## src/rtl/gf_int_mult_compare.sv

```systemverilog
// gf_int_mult_compare
//   Registered multiplier cross-check block. One operand pair is multiplied by
//   three independent architectures in parallel. Each result is registered
//   with a latency of 1 cycle. gf_option selects the arithmetic:
//     0 = unsigned integer product
//     1 = carry-less GF(2)[x] product, with no reduction.
//
// Ports
//   clk        rising-edge clock
//   rst_n      synchronous active-low reset; it clears all outputs
//   gf_option  0 = integer, 1 = carry-less; sampled together with a and b
//   a, b       DATA_WIDTH-bit operands (bit i = x^i in carry-less mode)
//   out        result from the partial-product tree (2*DATA_WIDTH bits)
//   out2       result from the unrolled shift-and-accumulate loop
//   out3       result from the one-level Karatsuba split
//   mismatch   (only when GF_MULT_CMP_MISMATCH_EN is defined) registered
//              flag: the three combinational results disagreed
//
// Optional feature macro: GF_MULT_CMP_MISMATCH_EN
module gf_int_mult_compare #(
  parameter int DATA_WIDTH = 4
) (
  input  logic                      clk,
  input  logic                      rst_n,
  input  logic                      gf_option,
  input  logic [DATA_WIDTH-1:0]     a,
  input  logic [DATA_WIDTH-1:0]     b,
  output logic [2*DATA_WIDTH-1:0]   out,
  output logic [2*DATA_WIDTH-1:0]   out2,
  output logic [2*DATA_WIDTH-1:0]   out3
`ifdef GF_MULT_CMP_MISMATCH_EN
  ,
  output logic                      mismatch
`endif
);

  localparam int RW = 2 * DATA_WIDTH;          // result width
  localparam int L  = DATA_WIDTH / 2;          // low split width
  localparam int H  = DATA_WIDTH - L;          // high split width (H >= L)
  localparam int HP = H + 1;                   // width of aL+aH without truncation
  localparam int KW = 2 * HP;                  // width of any Karatsuba sub-product
  localparam int NP = 1 << $clog2(DATA_WIDTH); // tree leaves, padded to a power of 2

  // ---------------------------------------------------------------------------
  // Architecture 1: partial-product array reduced by a balanced binary tree.
  // This is a heap layout: node 0 is the root, and nodes NP-1.. are the leaves.
  // Every partial sum is bounded by the full product, so RW bits never overflow.
  // ---------------------------------------------------------------------------
  logic [RW-1:0] node [2*NP-1];

  genvar gi;
  for (gi = 0; gi < NP; gi++) begin : g_leaf
    if (gi < DATA_WIDTH) begin : g_pp
      assign node[NP-1+gi] = (RW'(a) & {RW{b[gi]}}) << gi;
    end else begin : g_pad
      assign node[NP-1+gi] = '0;
    end
  end

  for (gi = 0; gi < NP-1; gi++) begin : g_node
    assign node[gi] = gf_option ? (node[2*gi+1] ^ node[2*gi+2])
                                : (node[2*gi+1] + node[2*gi+2]);
  end

  // ---------------------------------------------------------------------------
  // Architecture 2: shift-and-accumulate, fully unrolled.
  // ---------------------------------------------------------------------------
  logic [RW-1:0] acc;

  always_comb begin
    acc = '0;
    for (int i = 0; i < DATA_WIDTH; i++) begin
      if (b[i]) acc = gf_option ? (acc ^ (RW'(a) << i)) : (acc + (RW'(a) << i));
    end
  end

  // ---------------------------------------------------------------------------
  // Architecture 3: one level of Karatsuba.
  // The sub-operands are widened to HP bits so that aL+aH keeps its carry.
  // All three sub-products use KW bits, and KW <= RW holds for DATA_WIDTH >= 2.
  // ---------------------------------------------------------------------------
  function automatic logic [KW-1:0] clmul(input logic [HP-1:0] x,
                                          input logic [HP-1:0] y);
    logic [KW-1:0] r;
    r = '0;
    for (int i = 0; i < HP; i++) begin
      if (y[i]) r = r ^ (KW'(x) << i);
    end
    return r;
  endfunction

  logic [L-1:0]  a_lo, b_lo;
  logic [H-1:0]  a_hi, b_hi;
  logic [HP-1:0] a_sum, b_sum;
  logic [KW-1:0] ll, hh, mm, mid;
  logic [RW-1:0] kara;

  always_comb begin
    a_lo = a[L-1:0];
    b_lo = b[L-1:0];
    a_hi = a[DATA_WIDTH-1:L];
    b_hi = b[DATA_WIDTH-1:L];
    if (gf_option) begin
      a_sum = HP'(a_lo) ^ HP'(a_hi);
      b_sum = HP'(b_lo) ^ HP'(b_hi);
      ll    = clmul(HP'(a_lo), HP'(b_lo));
      hh    = clmul(HP'(a_hi), HP'(b_hi));
      mm    = clmul(a_sum, b_sum);
      mid   = mm ^ hh ^ ll;
      kara  = (RW'(hh) << (2*L)) ^ (RW'(mid) << L) ^ RW'(ll);
    end else begin
      a_sum = HP'(a_lo) + HP'(a_hi);
      b_sum = HP'(b_lo) + HP'(b_hi);
      ll    = KW'(a_lo) * KW'(b_lo);
      hh    = KW'(a_hi) * KW'(b_hi);
      mm    = KW'(a_sum) * KW'(b_sum);
      // mid = aL*bH + aH*bL. It is non-negative and smaller than mm, so it fits in KW.
      mid   = mm - hh - ll;
      kara  = (RW'(hh) << (2*L)) + (RW'(mid) << L) + RW'(ll);
    end
  end

  // ---------------------------------------------------------------------------
  // Output registers
  // ---------------------------------------------------------------------------
  always_ff @(posedge clk) begin
    if (!rst_n) begin
      out  <= '0;
      out2 <= '0;
      out3 <= '0;
`ifdef GF_MULT_CMP_MISMATCH_EN
      mismatch <= 1'b0;
`endif
    end else begin
      out  <= node[0];
      out2 <= acc;
      out3 <= kara;
`ifdef GF_MULT_CMP_MISMATCH_EN
      mismatch <= (node[0] != acc) || (node[0] != kara);
`endif
    end
  end

endmodule

```

## config.mk

```make
export PLATFORM = sky130hd
export DESIGN_NAME = gf_int_mult_compare
export DESIGN_NICKNAME = d
export VERILOG_FILES = /design/src/rtl/gf_int_mult_compare.sv
export SDC_FILE = /design/constraint.sdc
export NUM_CORES = 1
export LEC_CHECK = 0
export ABC_AREA = 1
export BUFFER_PORTS_ARGS = -buffer_cell sky130_fd_sc_hd__buf_2
export CAP_MARGIN = 20
export CORE_MARGIN = 2
export CORE_UTILIZATION = 55
export DETAILED_ROUTE_END_ITERATION = 12
export PLACE_DENSITY_LB_ADDON = 0.1
export SLEW_MARGIN = 25
export SYNTH_ARGS = -nofsm -noshare
export SYNTH_HDL_FRONTEND = slang
export SYNTH_SLANG_ARGS = --single-unit
```

## constraint.sdc

```tcl
create_clock -name clk -period 7.34 [get_ports clk]
set_input_delay 0.734 -clock clk [delete_from_list [all_inputs] [get_ports clk]]
set_output_delay 0.734 -clock clk [all_outputs]
set_load 0.01 [all_outputs]
```

* Yosys cells after proc, flatten, opt, wreduce, memory -nomap -nowiden *
Index checks and enable logic that the tools add are counted.

storage, ports and cells
  input port bits = 11
  register bits = 24
  output and inout bits = 24

cells by class
  bitwise operators = 20
  $mul = 3
  mux-type cells = 25
  $add $sub $neg = 12

operator list
  cell         number
  $mux 6       13
  $mux 8       8
  $add 8x8->8  4
  $xor 8x8->8  4
  $xor 6x3->6  3
  $xor 8x6->8  2
  $sub 6x4->6  2
  $xor 6x6->6  2
  $add 8x4->8  1
  $add 8x6->8  1
  $add 8x7->8  1
  $and 4x8->8  1
  $mul 2x2->4  2
  $xor 8x7->8  1
  $and 4x7->7  1
  $add 2x2->3  2
  $add 4x5->6  1
  $and 4x6->6  1
  $mul 3x3->6  1
  $mux 2       3
  $xor 6x4->6  1
  $and 4x5->5  1
  $xor 4x5->5  1
  $mux 4       1
  $xor 2x2->2  2

* Depth between registers and ports, before layout *
Gate-level depths: netlist of the first run.

  depth after elaboration = 14
  gate-level depth with buffers = 28
  gate-level depth less buffers = 28

* Least setup slack after synthesis of the first run *
OpenSTA, ideal clock, no wires.

  path kind = input-to-reg
  start = in b[2]
  end = reg out3[6]
  path buffers = 1
  data arrival time = 4.677 ns
  cell stages on the path = 19
  setup slack = 2.546 ns
  cell sequence = buf_4 > nand2_1 > inv_1 > ha_1 > ha_1 > inv_1 > fa_1 > inv_1 > fa_1 > inv_1 > fa_1 > fa_1 > ha_1 > inv_1 > o21ai_0 > a21oi_1 > or2_2 > nand3_1 > a21oi_1

on the way
  cells in the longest elaborated chain, start to end = 7
  elaborated cells between the ends (all ways) = 8

ends and longest elaborated chain
  what                       line  source
  start, declared            27    input logic [DATA_WIDTH-1:0] b,
  $add 2x2->3                113   b_sum = HP'(b_lo) + HP'(b_hi);
  $mul 3x3->6                116   mm = KW'(a_sum) * KW'(b_sum);
  $sub 6x4->6 (2 in series)  118   mid = mm - hh - ll;
  $add 8x8->8 *              119   kara = (RW'(hh) << (2*L)) + (RW'(mid) << L) + RW'(ll);
  $add 8x4->8 *              119
  $mux 8 *                   103   if (gf_option) begin
  end signal, assigned       137   out3 <= kara;
  end, declared              30    output logic [2*DATA_WIDTH-1:0] out3

Every way passes the cells marked *; elsewhere a longest branch is shown, timed or not.
A chain may end at the register's enable or synchronous reset.

* Worst setup path after layout of the first run *
  start = in a[3]
  end = reg out3[6]

on the way
  cells in the longest elaborated chain, start to end = 7
  elaborated cells between the ends (all ways) = 13

ends and longest elaborated chain
  what                       line  source
  start, declared            26    input logic [DATA_WIDTH-1:0] a,
  $add 2x2->3                112   a_sum = HP'(a_lo) + HP'(a_hi);
  $mul 3x3->6                116
  $sub 6x4->6 (2 in series)  118
  $add 8x8->8                119
  $add 8x4->8                119
  $mux 8 *                   103

Every way passes the cells marked *; elsewhere a longest branch is shown, timed or not. The select of a mux whose other input is x is not followed.

==> out/qor.yml, run 1 <==
finish:
  synthToLayoutAreaGrowth_pct: 7.973
  antenna_cells: 0
  fillers: 459
  layout_commonest_cell: "nand2_1"
  fin_nets: 462
  final_cell_mix: "84 x nand2_1, 72 x inv_1, 40 x ha_1"
  layout-drive-gt1-share_pct: 11.14
yosys:
  synth_area_leaders: "ha_1 19%, dfxtp_1 17%, nand2_1 12%, fa_1 11%, inv_1 10%"
  synth_ff_type: "dfxtp_1"
  ys_seq_area_share_pct: 17.47
  yosysUniqueCellTypes: 30
  avgSynthCellArea_sq_um: 7.183
  synthMuxAreaShare_pct: 0
  synth_top_family_by_area: "adder cells"
  synth-seq-cells: 23
  synth_compound_area_share_pct: 11.25
  synth-simple-area-share_pct: 20.46
  async_reset_ff_share_pct: 0
  synthXorXnorAreaFrac_pct: 7.262
  synth_edf_count: 0
  syn_inst: 367
  yosysTopAreaCell: "ha_1"
  ys_warn_count: 0
  synth-adder-area-share_pct: 30.37
  synth_area_sq_um: 2636
  synth_nets: 433
  synth.top_cell.area_share_pct: 18.98
route:
  vias: 2285
  via_per_inst: 5.089
  route.detailed.drc: 0
  wirelength_microns: 5583
  wl_per_cell_microns: 12.43
  antenna_left: 0
  drt_iter0_markers: 102
  drt_pass1_iterations: 5
clock_network:
  path_clk_slew_ns: 0.08
  clock_path_buffers: 2
  cts-root-buf: "clkbuf_8"
  hold_buffers: 0
  cts_tree: "done"
  numCtsBuffers: 3
  cts_num_sinks: 23
  htree_levels: 1
  post_cts_buffers: 0
  post_cts_resized: 0
timing:
  layout_setup_ws_ns: 2.467
  rsz0062_at_grt: "no"
  fmax_mhz: 205.2
  finalMaxSlewViolations: 0
  timing.final.crit_share_pct: 66.38
  setup_tns_ns: 0
  hold_viol_final: 0
  setup_viol: 0
  tightest_slew_ns: 0.7301
  slew_headroom_pct: 51.27
  min_period_ns: 4.873
power:
  p_switching_uw: 232.5
  p_per_area_nw_per_um2: 191.4
  p_leak_nw: 1.708
  swShare_pct: 42.68
  intPower_uw: 312.4
  power_frac_seq_pct: 26.9
  clock_power_share_pct: 14.1
  vdd_drop_max_uv: 88.32
  combinationalPowerShare_pct: 59.0
critical_path:
  critPathArrivalTime_ns: 5.01
  worstPathRequired_ns: 7.48
  start_kind: "input pin"
  path_class: "in2reg"
  worstPathMaxFanout: 13
  cp-end-kind: "register"
global_routing:
  grt_pass1_wl_microns: 9777
  grt_max_degree: 25
  overflow: 0
  grt_usage_pct: 23.23
  antenna_found_initial: 0
  grt_pass1_vias: 2077
placed_design:
  gp_congestion: 0.8935
  port_buffers: 34
  post-place-ws_ns: 2.185
  place_hpwl_microns: 4615
floorplan:
  die_w_microns: 73.24
  ios: 35
  coreArea_sq_um: 4661
  die_h_microns: 73.24
  std_cell_rows: 25
  die_area_sq_um: 5363
  start_util_pct: 56.56
worst_hold_path:
  min_to: "out[2]"
  hp-start: "rst_n"
  min_path_type: "in2reg"
  holdPathStages: 3
run_status:
  status: "finished, final reports clean"
run:
  maxCapViolCount: 0
## worst max-delay path by stage
stage                     start       to  depth (start not counted)
after global routing       a[3]  out3[6]                         19
after global placement     a[3]  out3[6]                         19
final                      a[3]  out3[6]                         19
after CTS                  a[3]  out3[6]                         19
after detailed placement   a[3]  out3[6]                         19
after floorplan            b[2]  out3[6]                         19
## synth_stat cells, types with 2 or more instances
master	number
xnor2_1	9
inv_1	72
o211ai_1	3
nor2_1	19
a31oi_1	3
nor3_1	2
buf_4	3
buf_6	3
or2_2	3
ha_1	40
dfxtp_1	23
nand3_1	22
o21ai_0	15
xor2_1	11
buf_2	2
clkbuf_1	2
a21oi_1	25
fa_1	15
nand2_1	84
## state kept, by name (all words and copies together) (netlist names)
| signal | count |
|---|---|
| out3 | 8 |
| out2 | 8 |
| out | 7 |
## final cells by class
cell class / instances / area, sq um / area share (%)
Multi-Input combinational cell: 261 / 1828 / 64.22
Sequential cell: 23 / 460.4 / 16.18
Inverter: 73 / 274.0 / 9.626
Timing Repair Buffer: 34 / 170.2 / 5.978
Tap cell: 54 / 67.56 / 2.374
Clock buffer: 3 / 41.29 / 1.451
Clock inverter: 1 / 5.005 / 0.1758
## power by group through the flow
stage | logic (mW) | registers [mW] | clock network, mW
3_5_place_dp | 0.321 | 0.150 | 0
4_1_cts | 0.324 | 0.147 | 0.0781
6_report | 0.322 | 0.146 | 0.0769
5_1_grt | 0.374 | 0.148 | 0.0825
2_1_floorplan | 0.232 | 0.160 | 0
3_3_place_gp | 0.313 | 0.149 | 0
## worst max-delay path, cell delays in order
cell     delay [ns]
buf_2          0.19
nand2_1        0.15
inv_1          0.06
ha_1           0.21
ha_1           0.30
inv_1          0.06
fa_1           0.53
inv_1          0.06
fa_1           0.52
inv_1          0.05
fa_1           0.53
fa_1           0.52
ha_1           0.33
inv_1          0.07
o21ai_0        0.17
a21oi_1        0.09
or2_2          0.27
nand3_1        0.06
a21oi_1        0.08
## cell families after synthesis
group           Yosys count
compound gates           53
xor+xnor                 21
fa+ha+maj                55
buf+inv                  83
flops                    23
simple gates            132
## metal layers
layer  GRT usage, %  wire (microns)
met1          35.27            2773
met2          35.14            2460
met3          2.762             311
met4          4.938              38
met5              0               0
## metrics by stage
stage	cells	utilization, %	area (sq um)	total power, mW	hold WS, ns
5_1_grt	449	61.07	2846	0.6045	0.8212
2_1_floorplan	367	-	2636	0.3920	0.8808
4_1_cts	449	61.07	2846	0.5486	0.7990
6_report	449	61.07	2846	0.5449	0.7998
3_3_place_gp	445	60.08	2800	0.4627	1.081
3_5_place_dp	445	60.08	2800	0.4711	1.080
Power figures use the tool's default switching activity.
==> run 2, diff against run 1 <==
- ABC_AREA: 1 -> 0
- CORE_UTILIZATION: 55 -> 53
- clock period: 7.34 -> 4.3 ns (I/O delays scaled with it)
==> out/qor.yml, run 2 <==
run_status:
  status: "finished, final reports clean"
floorplan:
  ios: 35
  start_util_pct: 54.04
  die_area_sq_um: 5731
  die_w_microns: 75.71
  std_cell_rows: 26
  coreArea_sq_um: 5042
  die_h_microns: 75.71
route:
  drt_pass1_iterations: 4
  route.detailed.drc: 0
  vias: 2243
  wl_per_cell_microns: 13.38
  via_per_inst: 5.192
  drt_iter0_markers: 92
  wirelength_microns: 5780
  antenna_left: 0
global_routing:
  grt_max_degree: 26
  grt_pass1_wl_microns: 9653
  grt_pass1_vias: 2017
  overflow: 0
  grt_usage_pct: 22.01
  antenna_found_initial: 0
critical_path:
  critPathArrivalTime_ns: 4.29
  worstPathMaxFanout: 3
  cp-end-kind: "register"
  worstPathRequired_ns: 4.45
  path_class: "in2reg"
  cp-startpoint: "a[3]"
  start_kind: "input pin"
finish:
  layout-drive-gt1-share_pct: 25.69
  layout_commonest_cell: "ha_1"
  top_regs: "out2 x8, out3 x8, out x7"
  fin_nets: 429
  synthToLayoutAreaGrowth_pct: 17.03
  utilization_pct: 63.25
  fillers: 451
  layout.cells.non_filler: 432
  final_cell_area_sq_um: 3189
  antenna_cells: 0
  final_cell_mix: "37 x ha_1, 34 x buf_2, 30 x buf_4"
worst_hold_path:
  min_path_type: "in2reg"
  hp-start: "b[3]"
  holdPathStages: 3
yosys:
  ys_seq_area_share_pct: 16.90
  async_reset_ff_share_pct: 0
  synth-seq-cells: 23
  synth-adder-area-share_pct: 29.38
  synth_ff_type: "dfxtp_1"
  ys_warn_count: 0
  syn_inst: 310
  synthXorXnorAreaFrac_pct: 8.999
  synth_top_family_by_area: "adder cells"
  synth.top_cell.area_share_pct: 18.37
  ys_top_cells_by_count: "40 x ha_1, 29 x nand2_1, 23 x dfxtp_1"
  synth_nets: 376
  synth-simple-area-share_pct: 17.49
  yosysTopAreaCell: "ha_1"
  synthMuxAreaShare_pct: 1.561
  synth_area_sq_um: 2725
  avgSynthCellArea_sq_um: 8.791
  synth_area_leaders: "ha_1 18%, dfxtp_1 17%, fa_1 11%, xnor2_1 5.1%, and2_1 4.1%"
  synth_edf_count: 0
  synth_compound_area_share_pct: 18.73
  yosysMostFrequentCell: "ha_1"
  yosysUniqueCellTypes: 55
clock_network:
  clock_path_buffers: 2
  htree_levels: 1
  numCtsBuffers: 3
  path_clk_slew_ns: 0.08
  cts-root-buf: "clkbuf_8"
  cts_num_sinks: 23
  cts_tree: "done"
power:
  vdd_drop_max_uv: 192.2
  power_mw: 1.053
  p_per_area_nw_per_um2: 330.2
  p_leak_nw: 1.628
timing:
  timing.final.crit_share_pct: 96.34
  min_period_ns: 4.143
  hold_viol_final: 0
  finalMaxSlewViolations: 0
  tightest_slew_ns: 0.4518
  setup_viol: 0
  fmax_mhz: 241.4
  slew_headroom_pct: 69.02
placed_design:
  dp_cells: 427
  gp_congestion: 0.8275
  place_area_sq_um: 3134
  place_hpwl_microns: 4792
  port_buffers: 34
run:
  maxCapViolCount: 0
-- run 2: cell count changes in the layout (fill, tap and decap cells not counted), sizes merged, moves of 5 or more --
| cell | delta |
|---|---|
| a21o | +5 |
| buf | +30 |
| o211a | +7 |
| xnor2 | +6 |
| nor2 | -12 |
| inv | -48 |
| nand2 | -52 |
| and2 | +19 |
| a21oi | -5 |
| nand3 | -18 |
-- run 2: critical path, cell delays in order --
cell and delay [ns]:
buf_2 0.11, and2_1 0.18, ha_2 0.20, ha_1 0.29
inv_1 0.06, fa_1 0.52, inv_1 0.05, fa_1 0.53
inv_1 0.05, fa_1 0.50, fa_2 0.37, xor2_1 0.15
ha_1 0.34, o21ai_1 0.08, o21bai_1 0.16, a21oi_2 0.08
xnor2_1 0.15, nor2_1 0.05
-- run 2: routing by layer --
| layer | part of all wire (%) | GRT usage, % | wire (microns) | vias to the layer above |
|---|---|---|---|---|
| li1 | - | - | - | 1161 |
| met3 | 2.9 | 1.190 | 170 | 5 |
| met4 | 1.1 | 5.263 | 64 | 0 |
| met5 | 0 | 0 | 0 | - |
| met2 | 44 | 33.04 | 2558 | 48 |
| met1 | 52 | 34.42 | 2987 | 1029 |
-- run 2: cell type report --
class,instances,area (sq um),share of cell area (%)
inverters,25,93.84,2.942
well taps,70,87.58,2.746
flip-flops and latches,23,460.4,14.44
multi-input cells,246,2107,66.07
clock buffers,4,45.04,1.412
repair buffers,64,395.4,12.40
-- run 2: per-stage QoR --
stage / hold slack [ns] / TNS (ns) / setup slack (ns)
finish: 0.5558 / 0 / 0.1572
detailed placement: 0.8245 / -0.3510 / -0.1451
global route: 0.5860 / -0.01172 / -0.01172
global placement: 0.8209 / -0.2023 / -0.07802
floorplan: 0.5759 / 0 / 0.01421
CTS: 0.5464 / 0 / 0.1200
-- run 2: kinds of logic after synthesis --
family | after synthesis
simple gates | 85
buf+inv | 41
xor+xnor | 28
mux | 4
flops | 23
fa+ha+maj | 55
compound gates | 74
-- run 2: report_power, final --
part           switching [mW]  internal, mW  total (mW)
logic                   0.339         0.333       0.672
clock network          0.0627        0.0659       0.129
registers             0.00651         0.246       0.253
total                   0.408         0.645        1.05
-- run 2: timing repair --
action                     CTS  global route
setup buffers                0             1
hold buffers                 0             0
setup endpoints to repair    0             1
resized for setup            0             1
-- run 2: worst paths after layout --
path | slack [ns] | to
setup / recovery | 0.16 | out3[7]
hold / removal | 0.56 | out2[6]
